===== src/rtl/axi_pkg.sv =====
// Shared AXI master read-engine command/status types and constants.
package axi_pkg;

    localparam int         AXI_ADDR_W    = 32;
    localparam int         AXI_LEN_W     = 16;
    localparam logic [1:0] AXI_RESP_OKAY = 2'b00;

    typedef struct packed {
        logic [AXI_ADDR_W-1:0] addr;
        logic [AXI_LEN_W-1:0]  len;
    } AxiMasterRdCtrl_t;

    typedef struct packed {
        logic [1:0] resp;
    } AxiMasterRdStatus_t;

    typedef enum logic [1:0] {
        FS_IDLE  = 2'd0,
        FS_ISSUE = 2'd1,
        FS_DRAIN = 2'd2
    } frame_sched_fsm_t;

endpackage


===== src/rtl/axi_frame_rd_sched.sv =====
// Frame read scheduler: one line-sized read command per line, paced by consumer line credits.
// Command valid registers one cycle after frame_start/credit; held until handshake; status never stalled.
module axi_frame_rd_sched
    import axi_pkg::*;
#(
    parameter int AXI_AWIDTH = 32,
    parameter int LEN_W      = 16,
    parameter int LINES_W    = 12,
    parameter int MAX_OUT    = 4
) (
    input  logic                     clk,
    input  logic                     rst,
    input  logic                     cfg_enable,
    input  logic [AXI_AWIDTH-1:0]    cfg_base_addr,
    input  logic [LEN_W-1:0]         cfg_stride,
    input  logic [LEN_W-1:0]         cfg_line_bytes,
    input  logic [LINES_W-1:0]       cfg_lines,
    input  logic                     frame_start,
    input  logic                     line_credit,
    input  logic                     err_clr,
    output logic                     m_axis_cmd_tvalid,
    input  logic                     m_axis_cmd_tready,
    output AxiMasterRdCtrl_t         m_axis_cmd_tdata,
    input  logic                     s_axis_status_tvalid,
    output logic                     s_axis_status_tready,
    input  AxiMasterRdStatus_t       s_axis_status_tdata,
    output logic                     busy,
    output logic                     frame_done,
    output logic                     err_resp,
    output logic                     err_overrun
);

    localparam int                CRED_W   = $clog2(MAX_OUT + 1);
    localparam logic [CRED_W-1:0] CRED_MAX = CRED_W'(MAX_OUT);

    frame_sched_fsm_t      state_q, state_d;
    logic [AXI_AWIDTH-1:0] addr_q, addr_d;
    logic [LEN_W-1:0]      stride_q, stride_d;
    logic [LEN_W-1:0]      len_q, len_d;
    logic [LINES_W-1:0]    lines_left_q, lines_left_d;
    logic [LINES_W-1:0]    outst_q, outst_d;
    logic [CRED_W-1:0]     credit_q, credit_d;
    logic                  tvalid_q, tvalid_d;
    logic                  aborted_q, aborted_d;
    logic                  done_q, done_d;
    logic                  err_resp_q, err_resp_d;
    logic                  err_ovr_q, err_ovr_d;
    logic                  sts_rdy_q;

    logic cmd_hs, sts_hs, start_ok, empty_frame, last_hs, drain_done;

    assign cmd_hs      = tvalid_q & m_axis_cmd_tready;
    assign sts_hs      = s_axis_status_tvalid & sts_rdy_q;
    assign start_ok    = (state_q == FS_IDLE) & frame_start & cfg_enable;
    assign empty_frame = (cfg_lines == '0) | (cfg_line_bytes == '0);
    assign last_hs     = cmd_hs & (lines_left_q == LINES_W'(1));
    // A command still waiting for tready keeps the frame in DRAIN even with nothing outstanding.
    assign drain_done  = ~tvalid_d & (outst_d == '0);

    always_ff @(posedge clk) begin
        if (rst) begin
            state_q      <= FS_IDLE;
            addr_q       <= '0;
            stride_q     <= '0;
            len_q        <= '0;
            lines_left_q <= '0;
            outst_q      <= '0;
            credit_q     <= '0;
            tvalid_q     <= 1'b0;
            aborted_q    <= 1'b0;
            done_q       <= 1'b0;
            err_resp_q   <= 1'b0;
            err_ovr_q    <= 1'b0;
            sts_rdy_q    <= 1'b0;
        end else begin
            state_q      <= state_d;
            addr_q       <= addr_d;
            stride_q     <= stride_d;
            len_q        <= len_d;
            lines_left_q <= lines_left_d;
            outst_q      <= outst_d;
            credit_q     <= credit_d;
            tvalid_q     <= tvalid_d;
            aborted_q    <= aborted_d;
            done_q       <= done_d;
            err_resp_q   <= err_resp_d;
            err_ovr_q    <= err_ovr_d;
            sts_rdy_q    <= 1'b1;
        end
    end

    always_comb begin
        state_d   = state_q;
        aborted_d = aborted_q;
        case (state_q)
            FS_IDLE: begin
                if (start_ok) begin
                    state_d   = empty_frame ? FS_DRAIN : FS_ISSUE;
                    aborted_d = 1'b0;
                end
            end
            FS_ISSUE: begin
                if (last_hs) begin
                    state_d = FS_DRAIN;
                end else if (!cfg_enable) begin
                    state_d   = FS_DRAIN;
                    aborted_d = 1'b1;
                end
            end
            FS_DRAIN: begin
                if (drain_done) state_d = FS_IDLE;
            end
            default: state_d = FS_IDLE;
        endcase
    end

    always_comb begin
        addr_d       = addr_q;
        stride_d     = stride_q;
        len_d        = len_q;
        lines_left_d = lines_left_q;
        credit_d     = credit_q;
        outst_d      = outst_q;
        tvalid_d     = 1'b0;
        done_d       = 1'b0;

        if (start_ok) begin
            addr_d       = cfg_base_addr;
            stride_d     = cfg_stride;
            len_d        = cfg_line_bytes;
            lines_left_d = cfg_lines;
            credit_d     = CRED_MAX;
        end else begin
            if (cmd_hs) begin
                addr_d       = addr_q + AXI_AWIDTH'(stride_q);
                lines_left_d = lines_left_q - LINES_W'(1);
            end
            if (line_credit && !cmd_hs && credit_q != CRED_MAX) begin
                credit_d = credit_q + CRED_W'(1);
            end else if (cmd_hs && !line_credit) begin
                credit_d = credit_q - CRED_W'(1);
            end
        end

        if (cmd_hs && !sts_hs) begin
            outst_d = outst_q + LINES_W'(1);
        end else if (sts_hs && !cmd_hs && outst_q != '0) begin
            outst_d = outst_q - LINES_W'(1);
        end

        case (state_q)
            FS_IDLE:  tvalid_d = start_ok & ~empty_frame;
            FS_ISSUE: tvalid_d = ~last_hs & ((tvalid_q & ~cmd_hs) |
                                 (cfg_enable & (credit_d != '0) & (lines_left_d != '0)));
            FS_DRAIN: tvalid_d = tvalid_q & ~cmd_hs;
            default:  tvalid_d = 1'b0;
        endcase

        done_d     = (state_q == FS_DRAIN) & drain_done & ~aborted_q;
        err_resp_d = (sts_hs & ((s_axis_status_tdata.resp != AXI_RESP_OKAY) | (outst_q == '0)))
                   | (err_resp_q & ~err_clr);
        err_ovr_d  = (frame_start & (state_q != FS_IDLE)) | (err_ovr_q & ~err_clr);
    end

    assign m_axis_cmd_tvalid     = tvalid_q;
    assign m_axis_cmd_tdata.addr = addr_q;
    assign m_axis_cmd_tdata.len  = len_q;
    assign s_axis_status_tready  = sts_rdy_q;
    assign busy                  = (state_q != FS_IDLE);
    assign frame_done            = done_q;
    assign err_resp              = err_resp_q;
    assign err_overrun           = err_ovr_q;

endmodule


===== config.mk =====
export PLATFORM = sky130hd
export DESIGN_NAME = axi_frame_rd_sched
export DESIGN_NICKNAME = d
export VERILOG_FILES = /design/src/rtl/axi_pkg.sv /design/src/rtl/axi_frame_rd_sched.sv
export SDC_FILE = /design/constraint.sdc
export NUM_CORES = 1
export LEC_CHECK = 0
export ABC_AREA = 1
export BUFFER_PORTS_ARGS = -buffer_cell sky130_fd_sc_hd__buf_2
export CAP_MARGIN = 20
export CORE_MARGIN = 10
export CORE_UTILIZATION = 56
export DETAILED_ROUTE_END_ITERATION = 8
export PLACE_DENSITY = 0.87
export SYNTH_ARGS = -nofsm -noshare
export SYNTH_HDL_FRONTEND = slang
export SYNTH_SLANG_ARGS = --single-unit
export TNS_END_PERCENT = 1

===== constraint.sdc =====
create_clock -name clk -period 3.8 [get_ports clk]
set_clock_uncertainty 0.1 [all_clocks]
set_input_delay 0.76 -clock clk [delete_from_list [all_inputs] [get_ports clk]]
set_output_delay 0.76 -clock clk [all_outputs]
set_load 0.01 [all_outputs]

### After elaboration in Yosys (flattened, before gate mapping)

Index checks and enable logic that the tools add are counted.

* register bits: 99
* input bits: 86
* output and inout port bits: 54
* word-level logic and storage cells: 100

* add/sub/neg operators: 6
* equal/unequal tests: 9
* multiplexer cells: 21
* bitwise logic cells: 28
* reduce and logical (&&, ||, !) cells: 23

Operators with widths (count)
* $mux 32: 2
* $mux 12: 4
* $logic_not 12->1: 3
* $add 32x16->32: 1
* $reduce_bool 12->1: 2
* $sub 12x1->12 const B: 2
* $and 1x1->1: 17
* $logic_not 16->1: 1
* $add 12x1->12 const B: 1
* $eq 12x1->1 const B: 1
* $mux 2: 5
* $mux 3: 3
* $ne 2x2->1 const B: 4
* $reduce_bool 2->1: 4
* $logic_and 1x1->1: 6
* $ne 3x3->1 const B: 2
* $not 1->1: 6
* $pmux 2 s3: 1
* $or 1x1->1: 5
* $mux 1: 4
* $reduce_and 4->1: 1
* $add 3x1->3 const B: 1
* $logic_not 1->1: 3
* $pmux 1 s3: 1
* 7 further kinds: 7

### Longest topological paths before layout

Gate-level depths: netlist of run 1.

* depth after elaboration: 16
* gate-level depth with buffers: 21
* gate-level depth less buffers: 21

### Worst setup path after synthesis of run 1

Ideal clock, no wire load.

* path type: reg-to-reg
* start: register addr_q[0]
* end: register addr_q[26]
* library setup time: 0.132 ns
* arrival: 2.023 ns
* path slack: 1.545 ns
* cell stages (with the launch flop): 14
* buffers on the path: 0
* clock period less this slack: 2.255 ns
* path through: dfxtp_1 -> ha_1 -> inv_1 -> fa_1 -> inv_1 -> nand3_1 -> nand3_1 -> a21oi_1 -> o21bai_1 -> nand2_1 -> o21ai_0 -> nand2_1 -> o21bai_1 -> a21oi_1

* longest elaborated chain between the ends: 3

Ends and longest elaborated chain
* from (decl): line axi_frame_rd_sched.sv:37 `logic [AXI_AWIDTH-1:0] addr_q, addr_d;`
* from (signal assigned): line axi_frame_rd_sched.sv:77 `addr_q <= addr_d;`
* $add 32x16->32: line axi_frame_rd_sched.sv:135 `addr_d = addr_q + AXI_AWIDTH'(stride_q);`
* $mux 32: line axi_frame_rd_sched.sv:134 `if (cmd_hs) begin`
* $mux 32: line axi_frame_rd_sched.sv:127 `if (start_ok) begin`

No other way between the ends. The select of a mux whose other input is x is not followed.
A chain may end at the register's enable or synchronous reset.

### Worst setup path in the final report of run 1

* start: register addr_q[0]
* end: register addr_q[22]

Same word-level chain as after synthesis.

==> results of run 1 <==
==> cell families after synthesis <==
family	after synthesis	share of synthesized area, %
compound gates	192	17.1
xor+xnor	17	2.34
fa+ha+maj	25	5.04
buf+inv	137	9.06
flops	99	31.2
mux	3	0.473
simple gates	509	34.8
==> layer usage <==
layer | global-route usage, % | vias to the layer above | part of all wire [%]
met5 | 0 | - | 0
met4 | 8.64 | 0 | 2.8
met1 | 27.1 | 3102 | 43
met3 | 5.71 | 44 | 8.5
li1 | - | 3446 | -
met2 | 36.3 | 311 | 46
==> worst min path at each step <==
| stage | cells past startpoint | slack [ns] | to |
|---|---|---|---|
| 4_1_cts | 2 | 0.37 | err_overrun |
| 3_3_place_gp | 2 | 0.35 | err_overrun |
| 2_1_floorplan | 2 | 0.34 | aborted_q |
| 6_report | 2 | 0.37 | err_overrun |
| 3_5_place_dp | 2 | 0.35 | err_resp |
| 5_1_grt | 2 | 0.39 | err_overrun |
==> area by class of cell <==
class	count	area share (%)
multi-input combinational	746	51.8
inverter	97	4.95
clock buffer	10	3.25
tap	140	2.38
timing repair buffer	145	10.1
sequential	99	26.9
clock inverter	6	0.680
==> sequential cells by signal, indices dropped and copies added, names as in the netlist <==
name / cells
addr_q: 32
len_q: 16
stride_q: 16
lines_left_q: 12
outst_q: 12
credit_q: 3
state_q: 2
aborted_q: 1
err_overrun: 1
err_resp: 1
frame_done: 1
m_axis_cmd_tvalid: 1
s_axis_status_tready: 1
==> stage by stage <==
stage,util [%],instance area (µm²),setup WS (ns)
detailed placement,64.4,7070,0.987
global route,67.0,7360,0.885
global placement,64.4,7070,1.06
floorplan,-,6350,1.55
CTS,67.0,7360,1.14
finish,67.0,7360,1.08
==> cell usage in the layout (no fill, tap or decap), types with 10 or more instances in the layout <==
cell,count
nor4_1,11
dfxtp_1,99
o21bai_1,15
inv_1,87
inv_2,10
xor2_1,13
ha_1,24
nor3_1,11
nand2_1,234
buf_2,139
nand3_1,62
o21ai_0,72
nor2_1,143
a21oi_1,70
==> worst min-delay path: stages (launching register included) <==
cell and delay, ns:
dfxtp_1 0.31, nand2_1 0.06, a21oi_1 0.05
==> report_power, final <==
| part | internal, mW | leakage (nW) | switching (mW) |
|---|---|---|---|
| registers | 1.17 | 0.811 | 0.161 |
| clock network | 0.469 | 0.141 | 0.424 |
| logic | 0.605 | 2.63 | 1.05 |
==> impl_metrics.xml, run 1 <==
<?xml version="1.0" encoding="UTF-8"?>
<metrics>
  <group name="status">
    <metric name="status" unit="">completed</metric>
  </group>
  <group name="synth">
    <metric name="synth.avg_cell_area" unit="µm²">6.47</metric>
    <metric name="synthesis.area" unit="µm²">6350</metric>
    <metric name="netlist_top_cells_count" unit="">nand2_1, nor2_1, dfxtp_1, inv_1, o21ai_0</metric>
    <metric name="ys_seq_area_share" unit="%">31.2</metric>
    <metric name="mappedNetlistNets" unit="">1093</metric>
    <metric name="synth_area_leader" unit="">dfxtp_1</metric>
    <metric name="synth-warning-count" unit="">0</metric>
    <metric name="asyncSetResetFlopFracSynth" unit="%">0</metric>
    <metric name="yosysUniqueCellTypes" unit="">48</metric>
    <metric name="synth-main-ff-cell" unit="">dfxtp_1</metric>
    <metric name="synth_edf_count" unit="">0</metric>
    <metric name="postSynthRegisterBits" unit="">99</metric>
    <metric name="yosys.area.top_type_share" unit="%">31.2</metric>
    <metric name="synthesis.instances" unit="">982</metric>
    <metric name="yosys.cell_count.top_type" unit="">nand2_1</metric>
    <metric name="yosys-top-cells-area" unit="">dfxtp_1, nand2_1, nor2_1</metric>
  </group>
  <group name="finish">
    <metric name="final_cell_count_no_fill" unit="">1243</metric>
    <metric name="final_nets" unit="">1209</metric>
    <metric name="n_antenna_cell" unit="">0</metric>
    <metric name="fill_cells" unit="">990</metric>
    <metric name="seq_area" unit="µm²">1980</metric>
    <metric name="multiInputGateArea" unit="µm²">3810</metric>
    <metric name="drive_gt1_share" unit="%">18.9</metric>
    <metric name="area_growth_syn_to_layout" unit="%">15.8</metric>
  </group>
  <group name="worst_setup_path">
    <metric name="reg2reg_end" unit="">addr_q[22]</metric>
    <metric name="r2r_cells" unit="">14</metric>
    <metric name="critical-path-slowest-cell" unit="">fa_1</metric>
    <metric name="critPathKind" unit="">reg2reg</metric>
    <metric name="worst_r2r_startpoint" unit="">addr_q[0]</metric>
    <metric name="critical_path.startpoint_type" unit="">flip-flop</metric>
    <metric name="setup.reg_to_reg.worst_slack" unit="ns">1.08</metric>
    <metric name="timing.critical_path.cells" unit="">ha_1, inv_1, fa_1, inv_1, nand3_1, nand3_1, a21oi_1, o21bai_1, nand2_1, inv_1, nand2_1, nand3_1, o211ai_1, a21oi_1</metric>
    <metric name="kind_of_end_point_of_the_critical_path" unit="">flip-flop</metric>
    <metric name="critical_path_cell_count" unit="">14</metric>
    <metric name="critical-path-max-stage-delay" unit="ns">0.42</metric>
    <metric name="timing.critical_path.buf_inv" unit="">3</metric>
    <metric name="setup.worst_path.end" unit="">addr_q[22]</metric>
    <metric name="timing.critical_path.max_delay_family" unit="">compound AO/OA/AOI/OAI gates</metric>
    <metric name="arrival" unit="ns">2.90</metric>
    <metric name="cp.required" unit="ns">3.97</metric>
    <metric name="cp_max_fo" unit="">4</metric>
    <metric name="worst_setup_path_startpoint" unit="">addr_q[0]</metric>
  </group>
  <group name="sta">
    <metric name="worst-slew-pin-transition" unit="ns">1.03</metric>
    <metric name="grt_setup_unrepaired" unit="">false</metric>
    <metric name="timing_hold_violations_final" unit="">0</metric>
    <metric name="final-setup-viol-count" unit="">0</metric>
    <metric name="clock.fmax" unit="GHz">0.367</metric>
    <metric name="final_max_slew_violation_count" unit="">0</metric>
    <metric name="relSlewSlack" unit="%">31.5</metric>
    <metric name="final_period_minus_worst_setup_slack" unit="ns">2.72</metric>
    <metric name="final_min_period_over_clock_period" unit="%">71.7</metric>
    <metric name="timing.setup.tns" unit="ns">0</metric>
    <metric name="worst_hold_slack" unit="ns">0.366</metric>
  </group>
  <group name="detailed_routing">
    <metric name="wl" unit="µm">18600</metric>
    <metric name="antenna_left" unit="">0</metric>
    <metric name="vias" unit="">6903</metric>
    <metric name="detailedRoute.firstPassIterationCount" unit="">5</metric>
    <metric name="drt_iter0_drc" unit="">680</metric>
    <metric name="drc_errors" unit="">0</metric>
    <metric name="post_drt_wl_per_cell" unit="µm">15.0</metric>
    <metric name="route.detailed.vias_per_inst" unit="">5.55</metric>
  </group>
  <group name="clock_tree">
    <metric name="h-tree-depth" unit="">3</metric>
    <metric name="tritoncts.num_buffers" unit="">9</metric>
    <metric name="post_cts_resize_count" unit="">0</metric>
    <metric name="cts_hold_buffers" unit="">0</metric>
    <metric name="cts.path.max_buffers" unit="">2</metric>
    <metric name="cts_post_setup_buffers_inserted" unit="">0</metric>
    <metric name="cts_sinks" unit="">99</metric>
    <metric name="clkSlewWorstSetupHoldPaths" unit="ns">0.07</metric>
    <metric name="cts-root-buf" unit="">clkbuf_16</metric>
    <metric name="worst_skew_pair.late_latency" unit="ns">0.35</metric>
    <metric name="cts_tree" unit="">built</metric>
  </group>
  <group name="pwr">
    <metric name="power-per-cell-area" unit="nW/µm²">527</metric>
    <metric name="power" unit="mW">3.88</metric>
    <metric name="total_leakage_power" unit="nW">3.58</metric>
    <metric name="peakVddDrop" unit="mV">0.425</metric>
  </group>
  <group name="grt">
    <metric name="grt_use_total" unit="%">22.1</metric>
    <metric name="grt_overflow" unit="">0</metric>
    <metric name="grt_pass1_vias" unit="">6611</metric>
    <metric name="antenna_violations_before_repair" unit="">0</metric>
    <metric name="grt_pass1_wl" unit="µm">30400</metric>
    <metric name="grt_max_degree" unit="">59</metric>
  </group>
  <group name="floorplan">
    <metric name="row_count" unit="">38</metric>
    <metric name="chip_width" unit="µm">127</metric>
    <metric name="initial_core_util" unit="%">57.9</metric>
    <metric name="placeableCoreArea" unit="µm²">11000</metric>
    <metric name="die-height" unit="µm">127</metric>
    <metric name="fp.dieArea" unit="µm²">16000</metric>
    <metric name="ios" unit="">140</metric>
  </group>
  <group name="placed_design">
    <metric name="globalplace.congestion" unit="">0.977</metric>
    <metric name="port_buffers" unit="">139</metric>
    <metric name="hpwl" unit="µm">13800</metric>
    <metric name="numPlacedInstances" unit="">1227</metric>
  </group>
  <group name="worst_hold_path">
    <metric name="timing.hold.worst.class" unit="">reg2reg</metric>
    <metric name="source_of_the_worst_hold_timing_path" unit="">err_overrun</metric>
  </group>
  <group name="job">
    <metric name="number_of_maximum_capacitance_violations" unit="">0</metric>
  </group>
</metrics>
No activity file was read; power rests on OpenSTA's default activity.
==> run 2: changes to the inputs <==
--- a/config.mk
+++ b/config.mk
@@ -9,9 +9,9 @@
 export BUFFER_PORTS_ARGS = -buffer_cell sky130_fd_sc_hd__buf_2
 export CAP_MARGIN = 20
 export CORE_MARGIN = 10
-export CORE_UTILIZATION = 56
+export CORE_UTILIZATION = 50
 export DETAILED_ROUTE_END_ITERATION = 8
-export PLACE_DENSITY = 0.87
+export PLACE_DENSITY = 0.82
 export SYNTH_ARGS = -nofsm -noshare
 export SYNTH_HDL_FRONTEND = slang
 export SYNTH_SLANG_ARGS = --single-unit
==> constraint.sdc (replaced) <==
create_clock -name clk -period 2.3 [get_ports clk]
set_clock_uncertainty 0.1 [all_clocks]
set_input_delay 0.46 -clock clk [delete_from_list [all_inputs] [get_ports clk]]
set_output_delay 0.46 -clock clk [all_outputs]
set_load 0.01 [all_outputs]
==> impl_metrics.xml, run 2 (synthesis results as in run 1) <==
<?xml version="1.0" encoding="UTF-8"?>
<metrics>
  <group name="worst_setup_path">
    <metric name="cp.required" unit="ns">2.42</metric>
    <metric name="arrival" unit="ns">2.42</metric>
    <metric name="critical-path-slowest-cell" unit="">dfxtp_2</metric>
    <metric name="cpMostUsedCell" unit="">a21oi_1</metric>
    <metric name="worst_r2r_startpoint" unit="">addr_q[10]</metric>
    <metric name="timing.critical_path.buf_inv" unit="">0</metric>
    <metric name="timing.critical_path.max_delay_family" unit="">compound AO/OA/AOI/OAI gates</metric>
    <metric name="cp_max_fo" unit="">4</metric>
    <metric name="r2r_cells" unit="">10</metric>
    <metric name="critical_path_cell_count" unit="">10</metric>
    <metric name="critical-path-max-stage-delay" unit="ns">0.34</metric>
    <metric name="reg2reg_end" unit="">addr_q[31]</metric>
    <metric name="kind_of_end_point_of_the_critical_path" unit="">flip-flop</metric>
    <metric name="critPathKind" unit="">reg2reg</metric>
    <metric name="timing.critical_path.cells" unit="">ha_4, a21oi_1, o21ai_0, a21oi_2, nand3_2, nor3b_4, a21oi_1, nor2_1, o21bai_1, a21oi_1</metric>
    <metric name="critical_path.startpoint_type" unit="">flip-flop</metric>
    <metric name="setup.reg_to_reg.worst_slack" unit="ns">-0.001</metric>
  </group>
  <group name="sta">
    <metric name="worst_hold_slack" unit="ns">0.228</metric>
    <metric name="final-setup-viol-count" unit="">1</metric>
    <metric name="worst-slew-pin-transition" unit="ns">0.612</metric>
    <metric name="timing.setup.tns" unit="ns">-0.00127</metric>
    <metric name="timing_hold_violations_final" unit="">0</metric>
    <metric name="relSlewSlack" unit="%">58.8</metric>
    <metric name="finalWorstSetupSlack" unit="ns">-0.00127</metric>
    <metric name="final_max_slew_violation_count" unit="">0</metric>
    <metric name="final_min_period_over_clock_period" unit="%">100</metric>
    <metric name="grt_setup_unrepaired" unit="">true</metric>
    <metric name="clock.fmax" unit="GHz">0.435</metric>
    <metric name="final_period_minus_worst_setup_slack" unit="ns">2.30</metric>
  </group>
  <group name="pwr">
    <metric name="power.switching_fraction" unit="%">40.8</metric>
    <metric name="p_switching" unit="mW">2.95</metric>
    <metric name="power-per-cell-area" unit="nW/µm²">884</metric>
    <metric name="power" unit="mW">7.25</metric>
    <metric name="clkPwrFrac" unit="%">22.1</metric>
    <metric name="peakVddDrop" unit="mV">0.512</metric>
    <metric name="intPower" unit="mW">4.30</metric>
    <metric name="total_leakage_power" unit="nW">3.94</metric>
    <metric name="seqPwrFrac" unit="%">30.2</metric>
    <metric name="share_comb_of_total_power" unit="%">47.7</metric>
  </group>
  <group name="clock_tree">
    <metric name="h-tree-depth" unit="">3</metric>
    <metric name="clkSlewWorstSetupHoldPaths" unit="ns">0.07</metric>
    <metric name="cts_hold_buffers" unit="">0</metric>
    <metric name="tritoncts.num_buffers" unit="">9</metric>
    <metric name="cts-root-buf" unit="">clkbuf_16</metric>
    <metric name="worst_skew_pair.late_latency" unit="ns">0.35</metric>
    <metric name="cts_sinks" unit="">99</metric>
    <metric name="cts.path.max_buffers" unit="">2</metric>
    <metric name="cts_tree" unit="">built</metric>
  </group>
  <group name="finish">
    <metric name="largest_register_ffs" unit="">32</metric>
    <metric name="drive_gt1_share" unit="%">28.6</metric>
    <metric name="registers.top_by_ff_count" unit="">addr_q</metric>
    <metric name="largestRegisters" unit="">addr_q x32, len_q x16, stride_q x16</metric>
    <metric name="final_cell_count_no_fill" unit="">1332</metric>
    <metric name="n_antenna_cell" unit="">0</metric>
    <metric name="commonest_cells_after_routing_fill_and_taps_aside" unit="">nand2_1, buf_2, nor2_1</metric>
    <metric name="layout.cells.most_common" unit="">nand2_1</metric>
    <metric name="layout.core_utilization" unit="%">65.5</metric>
    <metric name="final_nets" unit="">1266</metric>
    <metric name="area_growth_syn_to_layout" unit="%">29.1</metric>
    <metric name="stdcell_area" unit="µm²">8200</metric>
  </group>
  <group name="floorplan">
    <metric name="die-height" unit="µm">133</metric>
    <metric name="row_count" unit="">41</metric>
    <metric name="placeableCoreArea" unit="µm²">12500</metric>
    <metric name="ios" unit="">140</metric>
    <metric name="fp.dieArea" unit="µm²">17600</metric>
    <metric name="initial_core_util" unit="%">50.8</metric>
    <metric name="chip_width" unit="µm">133</metric>
  </group>
  <group name="grt">
    <metric name="grt_pass1_vias" unit="">6883</metric>
    <metric name="grt_overflow" unit="">0</metric>
    <metric name="grt_max_degree" unit="">47</metric>
    <metric name="grt_use_total" unit="%">21.6</metric>
    <metric name="grt_pass1_wl" unit="µm">32200</metric>
    <metric name="antenna_violations_before_repair" unit="">0</metric>
  </group>
  <group name="detailed_routing">
    <metric name="detailedRoute.firstPassIterationCount" unit="">5</metric>
    <metric name="drc_errors" unit="">0</metric>
    <metric name="antenna_left" unit="">0</metric>
    <metric name="post_drt_wl_per_cell" unit="µm">15.2</metric>
    <metric name="route.detailed.vias_per_inst" unit="">5.39</metric>
    <metric name="vias" unit="">7180</metric>
    <metric name="drt_iter0_drc" unit="">715</metric>
    <metric name="wl" unit="µm">20200</metric>
  </group>
  <group name="placed_design">
    <metric name="globalplace.congestion" unit="">0.938</metric>
    <metric name="hpwl" unit="µm">14700</metric>
    <metric name="place_ws" unit="ns">-0.0341</metric>
    <metric name="dpl-instance-area" unit="µm²">7520</metric>
    <metric name="numPlacedInstances" unit="">1309</metric>
    <metric name="port_buffers" unit="">139</metric>
  </group>
  <group name="job">
    <metric name="number_of_maximum_capacitance_violations" unit="">0</metric>
  </group>
  <group name="worst_hold_path">
    <metric name="source_of_the_worst_hold_timing_path" unit="">cfg_stride[8]</metric>
    <metric name="hold_end" unit="">stride_q[8]</metric>
    <metric name="worst_hold_path.num_cells" unit="">3</metric>
    <metric name="timing.hold.worst.class" unit="">in2reg</metric>
  </group>
  <group name="status">
    <metric name="violations" unit="">setup timing</metric>
    <metric name="status" unit="">finished with violations</metric>
  </group>
</metrics>
[run 2: cell types whose count changed in the layout (fill, tap and decap cells not counted), sizes merged]
cell    previous run  this run
buf              145       202
bufinv             0         1
clkbuf            10         9
inv               98       100
clkinv             4         2
[run 2: routing by layer]
layer	vias up	part of all wire (%)	global-route usage, %
li1	3568	-	-
met1	3269	42	26.4
met2	290	47	35.2
met3	53	7.4	5.30
met4	0	2.9	9.23
met5	-	0	0
[run 2: worst min-delay path: stages]
cell and delay, ns:
buf_2 0.07, nor2_1 0.03, nor2_1 0.08
[run 2: area by class of cell]
class	instances	area, µm²
well taps	172	215
fillers	1120	4310
clock buffers	9	225
flip-flops and latches	99	2000
inverters	97	364
clock inverters	7	83.8
multi-input cells	746	4100
repair buffers	202	1210
[run 2: how the worst max path moves through the flow]
| stage | start | endpoint | slack (ns) |
|---|---|---|---|
| finish | addr_q[10] | addr_q[31] | -0.001 |
| global route | stride_q[2] | addr_q[15] | -0.21 |
| CTS | addr_q[9] | addr_q[26] | 0.008 |
| detailed placement | m_axis_cmd_tready | state_q[1] | -0.03 |
| global placement | addr_q[4] | addr_q[13] | 0.008 |
| floorplan | addr_q[0] | addr_q[26] | 0.05 |
[run 2: timing repair]
item | CTS | global route
setup endpoints to repair | 7 | 23
gates resized for setup | 9 | 79
pin swaps | 2 | 29
buffers inserted | 1 | 6
[run 2: power by group through the flow]
stage / clock network (mW) / registers, mW / logic, mW
after detailed placement: 0 / 2.18 / 3.13
after global placement: 0 / 2.17 / 3.09
final: 1.60 / 2.19 / 3.46
after CTS: 1.62 / 2.14 / 3.17
after floorplan: 0 / 2.12 / 2.19
after global routing: 1.67 / 2.22 / 3.89
==> run 3: changes to the inputs <==
--- a/config.mk
+++ b/config.mk
@@ -9,9 +9,9 @@
 export BUFFER_PORTS_ARGS = -buffer_cell sky130_fd_sc_hd__buf_2
 export CAP_MARGIN = 20
 export CORE_MARGIN = 10
-export CORE_UTILIZATION = 50
+export CORE_UTILIZATION = 45
 export DETAILED_ROUTE_END_ITERATION = 8
-export PLACE_DENSITY = 0.82
+export PLACE_DENSITY = 0.76
 export SYNTH_ARGS = -nofsm -noshare
 export SYNTH_HDL_FRONTEND = slang
 export SYNTH_SLANG_ARGS = --single-unit
==> impl_metrics.xml, run 3 (synthesis results as in run 1) <==
<?xml version="1.0" encoding="UTF-8"?>
<metrics>
  <group name="status">
    <metric name="status" unit="">finished with violations</metric>
    <metric name="violations" unit="">setup timing</metric>
  </group>
  <group name="job">
    <metric name="number_of_maximum_capacitance_violations" unit="">0</metric>
  </group>
  <group name="clock_tree">
    <metric name="h-tree-depth" unit="">3</metric>
    <metric name="cts_tree" unit="">built</metric>
    <metric name="clkSlewWorstSetupHoldPaths" unit="ns">0.07</metric>
    <metric name="cts_sinks" unit="">99</metric>
    <metric name="tritoncts.num_buffers" unit="">9</metric>
    <metric name="cts.path.max_buffers" unit="">2</metric>
    <metric name="worst_skew_pair.late_latency" unit="ns">0.35</metric>
    <metric name="cts_hold_buffers" unit="">0</metric>
    <metric name="cts-root-buf" unit="">clkbuf_16</metric>
  </group>
  <group name="worst_setup_path">
    <metric name="critical_path.startpoint_type" unit="">flip-flop</metric>
    <metric name="r2r_cells" unit="">12</metric>
    <metric name="critPathKind" unit="">reg2reg</metric>
    <metric name="worst_r2r_startpoint" unit="">stride_q[4]</metric>
    <metric name="worst_setup_path_startpoint" unit="">stride_q[4]</metric>
    <metric name="kind_of_end_point_of_the_critical_path" unit="">flip-flop</metric>
    <metric name="cp_max_fo" unit="">5</metric>
    <metric name="reg2reg_end" unit="">addr_q[31]</metric>
    <metric name="arrival" unit="ns">2.46</metric>
    <metric name="setup.reg_to_reg.worst_slack" unit="ns">-0.04</metric>
    <metric name="cp.required" unit="ns">2.42</metric>
  </group>
  <group name="floorplan">
    <metric name="initial_core_util" unit="%">45.8</metric>
    <metric name="fp.dieArea" unit="µm²">19300</metric>
    <metric name="placeableCoreArea" unit="µm²">13900</metric>
    <metric name="ios" unit="">140</metric>
    <metric name="die-height" unit="µm">139</metric>
    <metric name="chip_width" unit="µm">139</metric>
    <metric name="row_count" unit="">43</metric>
  </group>
  <group name="pwr">
    <metric name="power-per-cell-area" unit="nW/µm²">879</metric>
    <metric name="peakVddDrop" unit="mV">0.535</metric>
    <metric name="intPower" unit="mW">4.32</metric>
    <metric name="share_comb_of_total_power" unit="%">48.7</metric>
    <metric name="total_leakage_power" unit="nW">4.00</metric>
    <metric name="power.switching_fraction" unit="%">40.8</metric>
    <metric name="p_switching" unit="mW">2.98</metric>
    <metric name="seqPwrFrac" unit="%">29.8</metric>
    <metric name="clkPwrFrac" unit="%">21.5</metric>
  </group>
  <group name="sta">
    <metric name="worst-slew-pin-transition" unit="ns">0.510</metric>
    <metric name="timing_hold_violations_final" unit="">0</metric>
    <metric name="final-setup-viol-count" unit="">1</metric>
    <metric name="finalWorstSetupSlack" unit="ns">-0.0397</metric>
    <metric name="final_max_slew_violation_count" unit="">0</metric>
    <metric name="final_period_minus_worst_setup_slack" unit="ns">2.34</metric>
    <metric name="timing.setup.tns" unit="ns">-0.0397</metric>
    <metric name="final_min_period_over_clock_period" unit="%">102</metric>
    <metric name="relSlewSlack" unit="%">66.0</metric>
    <metric name="worst_hold_slack" unit="ns">0.229</metric>
    <metric name="clock.fmax" unit="GHz">0.427</metric>
    <metric name="grt_setup_unrepaired" unit="">true</metric>
  </group>
  <group name="grt">
    <metric name="grt_overflow" unit="">0</metric>
    <metric name="antenna_violations_before_repair" unit="">0</metric>
    <metric name="grt_pass1_vias" unit="">6813</metric>
    <metric name="grt_use_total" unit="%">19.2</metric>
    <metric name="grt_pass1_wl" unit="µm">31700</metric>
    <metric name="grt_max_degree" unit="">46</metric>
  </group>
  <group name="placed_design">
    <metric name="hpwl" unit="µm">15000</metric>
    <metric name="globalplace.congestion" unit="">0.943</metric>
    <metric name="place_ws" unit="ns">-0.145</metric>
    <metric name="port_buffers" unit="">139</metric>
  </group>
  <group name="detailed_routing">
    <metric name="detailedRoute.firstPassIterationCount" unit="">5</metric>
    <metric name="wl" unit="µm">20000</metric>
    <metric name="vias" unit="">7154</metric>
    <metric name="antenna_left" unit="">0</metric>
    <metric name="drc_errors" unit="">0</metric>
    <metric name="post_drt_wl_per_cell" unit="µm">14.8</metric>
    <metric name="route.detailed.vias_per_inst" unit="">5.28</metric>
    <metric name="drt_iter0_drc" unit="">630</metric>
  </group>
  <group name="worst_hold_path">
    <metric name="worst_hold_path.num_cells" unit="">3</metric>
    <metric name="hold_end" unit="">stride_q[8]</metric>
    <metric name="source_of_the_worst_hold_timing_path" unit="">cfg_stride[8]</metric>
    <metric name="timing.hold.worst.class" unit="">in2reg</metric>
  </group>
  <group name="finish">
    <metric name="n_antenna_cell" unit="">0</metric>
    <metric name="commonest_cells_after_routing_fill_and_taps_aside" unit="">nand2_1, nor2_1, buf_2</metric>
    <metric name="registers.top_by_ff_count" unit="">addr_q</metric>
    <metric name="area_growth_syn_to_layout" unit="%">30.6</metric>
    <metric name="largestRegisters" unit="">addr_q x32, len_q x16, stride_q x16</metric>
    <metric name="layout.cells.most_common" unit="">nand2_1</metric>
    <metric name="drive_gt1_share" unit="%">29.8</metric>
    <metric name="largest_register_ffs" unit="">32</metric>
    <metric name="final_nets" unit="">1281</metric>
  </group>
</metrics>
-- run 3: cell count changes in the layout (fill, tap and decap cells not counted), moves of 4 or more --
cell,change
buf_4,+18
dfxtp_2,-4
nand2_1,-12
nand2_2,+12
-- run 3: metal layers --
metal	track usage, %	share of wire (%)
met1	23.7	44
met2	32.1	47
met3	4.01	5.7
met4	7.08	2.4
met5	0	0
-- run 3: cell type report --
cell class	count	area, µm²
timing repair buffer	217	1300
sequential	99	2000
inverter	97	364
fill	1298	5580
clock buffer	9	225
tap	180	225
multi-input combinational	746	4110
clock inverter	7	76.3
-- run 3: what timing repair did --
item	CTS	global route
hold endpoints to repair	0	0
setup buffers	1	7
resized for setup	9	80
pin swaps	1	36
endpoints found under the setup margin	8	20
-- run 3: worst max-delay path: stages, from the launching register on --
cell      delay, ns
dfxtp_1        0.32
ha_1           0.36
nand2_1        0.15
o21ai_2        0.18
nand2_1        0.07
nand2_1        0.05
nand2_1        0.11
nand3_1        0.14
nor3b_4        0.27
and3_1         0.20
nor2_1         0.04
o21bai_1       0.14
a21oi_1        0.07
-- run 3: worst max-delay path by stage --
stage	end	slack, ns	cells after the start
2_1_floorplan	addr_q[26]	0.05	13
3_3_place_gp	addr_q[30]	-0.04	13
3_5_place_dp	addr_q[30]	-0.14	13
4_1_cts	addr_q[29]	-0.02	12
5_1_grt	addr_q[31]	-0.14	12
6_report	addr_q[31]	-0.04	12
-- run 3: power by group through the flow --
stage	sequential [mW]	clock (mW)	combinational (mW)
2_1_floorplan	2.12	0	2.19
3_3_place_gp	2.17	0	3.06
5_1_grt	2.20	1.65	3.99
6_report	2.18	1.57	3.55
4_1_cts	2.14	1.59	3.11
3_5_place_dp	2.17	0	3.09
-- run 3: stage by stage --
step	cells	total power [mW]	utilization, %	area [µm²]
5_1_grt	1355	7.84	59.8	8300
4_1_cts	1348	6.83	57.3	7950
3_3_place_gp	1331	5.23	54.9	7610
2_1_floorplan	982	4.31	-	6350
6_report	1355	7.30	59.8	8300
3_5_place_dp	1331	5.26	54.9	7610
